File: config.mk
export PLATFORM = sky130hd
export DESIGN_NAME = rr_dispatcher
export DESIGN_NICKNAME = d
export VERILOG_FILES = /design/src/rtl/rr_dispatcher.sv
export SDC_FILE = /design/constraint.sdc
export NUM_CORES = 1
export LEC_CHECK = 0
export ABC_AREA = 1
export BUFFER_PORTS_ARGS = -buffer_cell sky130_fd_sc_hd__buf_2
export CAP_MARGIN = 0
export CELL_PAD_IN_SITES_DETAIL_PLACEMENT = 1
export CELL_PAD_IN_SITES_GLOBAL_PLACEMENT = 1
export CORE_MARGIN = 2
export CORE_UTILIZATION = 33
export CTS_CLUSTER_DIAMETER = 200
export DETAILED_ROUTE_END_ITERATION = 16
export PLACE_DENSITY_LB_ADDON = 0.1
export SLEW_MARGIN = 20
export SYNTH_ARGS = -nofsm -noshare
export SYNTH_HDL_FRONTEND = slang
export SYNTH_SLANG_ARGS = --single-unit
File: constraint.sdc
create_clock -name clk -period 4.37 [get_ports clk]
set_clock_uncertainty 0.15 [all_clocks]
set_input_delay 0 -clock clk [delete_from_list [all_inputs] [get_ports clk]]
set_output_delay 0 -clock clk [all_outputs]
set_load 0.05 [all_outputs]
File: src/rtl/rr_dispatcher.sv
// Round-robin 1-to-NUM_DST distributor: one valid/ready stream fanned out to
// NUM_DST lanes, each lane holding one registered beat.
module rr_dispatcher #(
  parameter int NUM_DST   = 10,
  parameter int DATA_W    = 32,
  parameter int STRICT_RR = 0,
  localparam int PTR_W    = (NUM_DST > 1) ? $clog2(NUM_DST) : 1
) (
  input  logic                      clk,
  input  logic                      rst,
  input  logic                      in_valid,
  input  logic [DATA_W-1:0]         in_data,
  output logic                      in_ready,
  output logic [NUM_DST-1:0]        out_valid,
  output logic [NUM_DST*DATA_W-1:0] out_data,
  input  logic [NUM_DST-1:0]        out_ready,
  output logic [PTR_W-1:0]          ptr,
  output logic [NUM_DST-1:0]        dst_oh
);

  logic [NUM_DST-1:0] free;
  logic [PTR_W-1:0]   sel;
  logic [PTR_W-1:0]   ptr_next;
  logic [PTR_W:0]     idx;
  logic               found;
  logic               accept;

  // A slot being drained this cycle can take a new beat in the same cycle.
  assign free = ~out_valid | out_ready;

  always_comb begin
    // NOTE: every variable written here gets a default first, so no path can
    // leave it unassigned and infer a latch.
    sel   = ptr;
    found = 1'b0;
    idx   = '0;
    if (STRICT_RR == 0) begin
      for (int i = 0; i < NUM_DST; i++) begin
        idx = {1'b0, ptr} + (PTR_W+1)'(i);
        if (idx >= (PTR_W+1)'(NUM_DST)) idx = idx - (PTR_W+1)'(NUM_DST);
        if (!found && free[idx[PTR_W-1:0]]) begin
          sel   = idx[PTR_W-1:0];
          found = 1'b1;
        end
      end
    end
  end

  // in_ready never looks at in_valid, so there is no valid->ready comb loop.
  assign in_ready = ~rst & ((STRICT_RR != 0) ? free[ptr] : (|free));
  assign accept   = in_valid & in_ready;
  assign ptr_next = (sel == PTR_W'(NUM_DST - 1)) ? '0 : sel + PTR_W'(1);

  always_comb begin
    dst_oh = '0;
    if (accept) dst_oh[sel] = 1'b1;
  end

  always_ff @(posedge clk) begin
    // NOTE: sequential state uses non-blocking assignments only, so every
    // register samples the pre-edge values regardless of statement order.
    if (rst) begin
      ptr       <= '0;
      out_valid <= '0;
      // NOTE: the lane payload registers are cleared as well, so no stale
      // beat is ever visible on out_data after a reset.
      out_data  <= '0;
    end else begin
      if (accept) ptr <= ptr_next;
      for (int k = 0; k < NUM_DST; k++) begin
        if (dst_oh[k]) begin
          out_valid[k]                   <= 1'b1;
          out_data[k*DATA_W +: DATA_W]   <= in_data;
        end else if (out_ready[k]) begin
          out_valid[k] <= 1'b0;
        end
      end
    end
  end

endmodule

Yosys cells after proc, flatten, opt, wreduce, memory -nomap -nowiden

Index checks and enable logic that the tools add are counted.

Logic and storage cells: 172
Bits in registers: 334

Equality and inequality tests: 1
Bitwise logic cells: 5
Muxes and demuxes: 73
Reduce and logical (&&, ||, !) cells: 30
Add/sub/neg operators: 20
$lt $le $gt $ge: 22

Operator list:

| kind                                                                                 | count |
|---|---|
| 4-bit two-way mux                                                                    | 21 |
| 4-bit by 5-bit less-than comparator with 1-bit output (second input constant)        | 11 |
| 5-bit by 4-bit greater-or-equal comparator with 1-bit output (second input constant) | 9 |
| 1-bit binary-select mux with 4-bit select                                            | 10 |
| 1-bit two-way mux                                                                    | 40 |
| 4-bit subtractor (second input constant)                                             | 10 |
| 4-bit by 3-bit adder with 5-bit output (second input constant)                       | 4 |
| 2-bit nonzero test                                                                   | 10 |
| 4-bit by 2-bit adder with 5-bit output (second input constant)                       | 2 |
| 4-bit by 4-bit adder with 5-bit output (second input constant)                       | 2 |
| 1-bit logical AND                                                                    | 10 |
| 10-bit two-way mux                                                                   | 1 |
| 10-bit NOT                                                                           | 1 |
| 10-bit bitwise OR                                                                    | 1 |
| 10-bit OR reduction                                                                  | 1 |
| 1-bit logical NOT                                                                    | 9 |
| 4-bit by 1-bit adder with 5-bit output (second input constant)                       | 1 |
| 4-bit by 1-bit adder with 4-bit output (second input constant)                       | 1 |
| 1-bit demux with 4-bit select                                                        | 1 |
| 4-bit == test (second input constant)                                                | 1 |
| 4-bit by 1-bit greater-or-equal comparator with 1-bit output (second input constant) | 1 |
| 4-bit greater-or-equal comparator (second input constant)                            | 1 |
| 1-bit bitwise AND                                                                    | 2 |
| 1-bit NOT                                                                            | 1 |

Logic depth before layout (Yosys ltp)

Depth in word-level cells: 38
Depth in mapped cells: 36
Mapped depth without buffers: 34

Least setup slack after synthesis

OpenSTA, ideal clock, no wires.

Path type: flip-flop to flip-flop
Start point: reg ptr[1]
End point: reg out_data[32]
Setup time: 0.065 ns
Cell stages (with the launch flop): 31
Path buffers: 3
Clock period less this slack: 4.831 ns
Slack: -0.461 ns
Arrival time: 4.616 ns
Data required time: 4.155 ns
Cell sequence: dfxtp_1 -> buf_4 -> inv_1 -> ha_1 -> buf_2 -> clkinv_1 -> ha_1 -> nand2_1 -> nand2_2 -> nand2_2 -> nand2_2 -> nand2_1 -> nand2_1 -> nand3_2 -> nand3_4 -> nand2_2 -> nand4_4 -> nor2_4 -> nand3_4 -> nor2_2 -> nand2_2 -> clkinv_1 -> nand2_1 -> nand2_2 -> nand2_2 -> nor2_4 -> nand2_2 -> inv_2 -> buf_2 -> nor2_1 -> nor2_1

Cells in the longest elaborated chain, start to end: 37
Elaborated cells between the ends (all ways): 102
Those cells by class: 19 x add/sub; 12 x order compare; 52 x mux; 19 x reduce/logical

RTL lines:

| item                                                                                                                                                               | line | RTL |
|---|---|---|
| start: declaration                                                                                                                                                 | 17   | `output logic [PTR_W-1:0] ptr,` |
| start signal: assignment                                                                                                                                           | 69   | `if (accept) ptr <= ptr_next;` |
| branches (longest 31 deep; another with 4-bit by 1-bit adder with 5-bit output)                                                                                    | n/a  |  |
| 4-bit two-way mux *                                                                                                                                                | 41   | `if (!found && free[idx[PTR_W-1:0]]) begin` |
| 4-bit by 5-bit less-than comparator with 1-bit output (not written as such) / 4-bit by 1-bit greater-or-equal comparator with 1-bit output (equally long branches) | 56   | `if (accept) dst_oh[sel] = 1'b1;` |
| 1-bit logical AND (not written as such)                                                                                                                            | 56   |  |
| 1-bit two-way mux (not written as such)                                                                                                                            | 56   |  |
| 1-bit demux with 4-bit select *                                                                                                                                    | 56   |  |
| 10-bit two-way mux *                                                                                                                                               | 56   |  |
| net dst_oh[1]                                                                                                                                                      | 18   | `output logic [NUM_DST-1:0] dst_oh` |
| end signal: indexed assignment                                                                                                                                     | 73   | `out_data[k*DATA_W +: DATA_W] <= in_data;` |
| end: declaration                                                                                                                                                   | 15   | `output logic [NUM_DST*DATA_W-1:0] out_data,` |

Mark *: on every way through the listed nets, which the timed path passes. The select of a mux whose other input is x is not followed.
A chain may end at the register's enable or synchronous reset.

Worst setup path after layout

Start point: reg ptr[0]
End point: out dst_oh[0]

Cells in the longest elaborated chain, start to end: 37
Elaborated cells between the ends (all ways): 102
Those cells by class: 19 x add/sub; 12 x order compare; 52 x mux; 19 x reduce/logical

RTL lines:

| item                                                                                                                                                               | line |
|---|---|
| branches (longest 31 deep; another with 4-bit by 1-bit adder with 5-bit output)                                                                                    | n/a |
| 4-bit two-way mux *                                                                                                                                                | 41 |
| 4-bit by 5-bit less-than comparator with 1-bit output (not written as such) / 4-bit by 1-bit greater-or-equal comparator with 1-bit output (equally long branches) | 56 |
| 1-bit logical AND (not written as such)                                                                                                                            | 56 |
| 1-bit two-way mux (not written as such)                                                                                                                            | 56 |
| 1-bit demux with 4-bit select *                                                                                                                                    | 56 |
| 10-bit two-way mux *                                                                                                                                               | 56 |
| end: declaration                                                                                                                                                   | 18 |

Every way passes the cells marked *. The select of a mux whose other input is x is not followed.

==> out/qor.yml <==
placement:
  io_buffers: 389
  dpl.cell_count: 2835
  place_hpwl_um: 42100
  dp_worst_setup_slack_ns: -0.0350
  routabilityCongestion: 0.844
worst_setup_path:
  cpPeakStageDelay_ns: 0.41
  worstSetupEndpointType: "primary output"
  worstPathArrival_ns: 4.31
  critPathMaxFanout: 6
  worst-setup-path-type: "register to primary output"
  critical-path-top-delay-family: "simple AND/OR/NAND/NOR gates"
  worst-path-buf-inv: 10
  cp_common_cell: "nand2_1"
  critical_path.startpoint_type: "register"
  slowest_stage: "dfxtp_4"
  required_ns: 4.22
clock_tree:
  cts_buffer_depth: 3
  root_buffer: "clkbuf_16"
  cts_sinks: 334
  tritoncts: "yes"
  clock_latency_ns: 0.55
  cts_htree_levels: 2
  numCtsBuffers: 39
  clk_pin_slew_ns: 0.06
yosys:
  synthesis.nets: 2033
  synth_ff_type: "dfxtp_1"
  synth_enable_flop_cells: 0
  syn-instance-count: 1964
  yosys_warnings: 0
  ys_types: 48
  seq_area_frac_synth: 0.472
  netlist_area_mm2: 0.0142
  synth_seq_cells: 334
  ys_async_sr_fraction: 0
  syn_avg_cell_area_um2: 7.21
power:
  ir_drop_mv: 0.667
  p_switching_mw: 10.9
  leakagePower_nw: 9.45
  power_density_mw_per_mm2: 1030
  combPwrFrac: 0.667
  clockPowerShare: 0.143
  p_sw_frac: 0.515
  seqPwrFrac: 0.190
  power.total_mw: 21.1
  power.internal_mw: 10.2
routing:
  drtAntennaViolNets: 0
  drtPass1Iterations: 5
  first_iter_violations: 795
  drc: 0
  routed_wl_um: 64300
  vias: 15179
  vias_per_cell: 4.99
  wl_per_cell_um: 21.1
floorplan:
  start_util: 0.336
  core_mm2: 0.0421
  dieArea_mm2: 0.0446
  die_h_um: 211
  ioPinCount: 390
  die_x_um: 211
  rows: 75
final_layout:
  post-route-util: 0.486
  diodes: 0
  mostFrequentLayoutCells: "670 x nor2_1, 379 x buf_2, 330 x dfxtp_1"
  final_common_cell: "nor2_1"
  layout-drive-gt1-share: 0.322
  final_nets: 2550
  syn_to_final_growth_pct: 44.7
  fin_cells: 3042
outcome:
  violations: "setup timing"
  outcome: "complete, but fails checks"
global_routing:
  grt_overflow: 0
  grt_use_total: 0.270
  antenna_found_initial: 1
  grt_pass1_wl_um: 91700
  grt_max_degree: 162
  grt_pass1_vias: 14979
timing:
  fmax_mhz: 224
  grt_setup_unrepaired: "yes"
  min_period_ns: 4.46
  period_share: 1.02
  setup_tns_ns: -0.308
  timing.final.ws_setup_ns: -0.0871
  finalHoldViolCount: 0
  slew_headroom: 0.282
  timing.final.max_slew_violations: 0
  setup_viol: 6
  tightestPinTransition_ns: 1.08
hold_path:
  min_path_type: "input port to register"
job:
  maxCapViolations: 0
-- layer usage --
layer  part of all wire  track usage
met2               0.49        0.465
met3              0.069       0.0711
met5                  0            0
met4              0.036       0.0877
met1               0.41        0.327
-- sequential cells by signal, indices dropped and copies added, names as in the netlist --
| signal | flops |
|---|---|
| out_valid | 10 |
| ptr | 4 |
| out_data | 320 |
-- synthesized netlist by cell type (5+ instances only) --
| cell type | n | area share |
|---|---|---|
| a21oi_1 | 21 | 0.0074 |
| buf_1 | 32 | 0.0085 |
| buf_2 | 7 | 0.0025 |
| buf_4 | 23 | 0.012 |
| buf_6 | 8 | 0.0064 |
| clkbuf_1 | 65 | 0.017 |
| dfxtp_1 | 334 | 0.47 |
| ha_1 | 23 | 0.020 |
| inv_1 | 78 | 0.021 |
| inv_2 | 17 | 0.0045 |
| nand2_1 | 174 | 0.046 |
| nand2_2 | 23 | 0.010 |
| nand3_1 | 51 | 0.018 |
| nand4_1 | 13 | 0.0057 |
| nor2_1 | 674 | 0.18 |
| nor2_2 | 6 | 0.0027 |
| o211ai_1 | 5 | 0.0027 |
| o21ai_0 | 322 | 0.11 |
| o21ai_1 | 32 | 0.011 |
| xor2_1 | 11 | 0.0068 |
-- cell families after synthesis --
kind of cell    after synthesis  share of synthesized area
compound gates              393                      0.143
buf+inv                     234                     0.0733
flops                       334                      0.472
fa+ha+maj                    24                     0.0217
mux                           2                    0.00150
xor+xnor                     15                     0.0103
simple gates                962                      0.277
-- final timing paths --
check               startpoint  slack (ns)  depth (start not counted)       endpoint
setup / recovery        ptr[0]       -0.09                         35      dst_oh[0]
hold reg to reg   out_data[21]        0.32                          2   out_data[21]
hold / removal    out_ready[7]        0.18                          5   out_valid[7]
setup reg to reg        ptr[0]        0.04                         38  out_data[280]
-- worst register-to-register path: cells and delay by family (launching register included) --
| kind | cells | cell delay, ns |
|---|---|---|
| simple gates | 25 | 2.31 |
| buf+inv | 11 | 1.08 |
| flops | 1 | 0.41 |
| fa+ha+maj | 2 | 0.32 |
-- power groups by stage --
stage | Sequential (mW) | Clock, mW | Combinational, mW
2_1_floorplan | 6.03 | 0 | 5.30
3_3_place_gp | 4.02 | 0 | 10.1
3_5_place_dp | 4.05 | 0 | 10.3
4_1_cts | 3.99 | 3.09 | 11.6
5_1_grt | 4.07 | 3.21 | 15.0
6_report | 4.00 | 3.02 | 14.1
-- layout make-up --
type / count / area, µm²
fill: 5294 / 21700
multi-input combinational: 1396 / 7290
sequential: 334 / 6700
timing repair buffer: 611 / 4230
clock buffer: 58 / 1100
tap: 539 / 674
inverter: 99 / 462
clock inverter: 5 / 32.5
-- repair_timing --
item	4_1_cts	5_1_grt
pin swaps	28	81
gates resized for setup	110	213
cloned	3	1
setup endpoints to repair	51	339
endpoints found under the hold margin	334	0
setup buffers	32	66
hold buffers	46	0
-- stage by stage --
step,instance area [µm²],hold WS (ns)
floorplan,14200,-0.0906
global placement,16900,0.178
detailed placement,16900,0.190
CTS,19200,0.148
global route,20500,0.198
finish,20500,0.176
No activity file was read; power rests on OpenSTA's default activity.
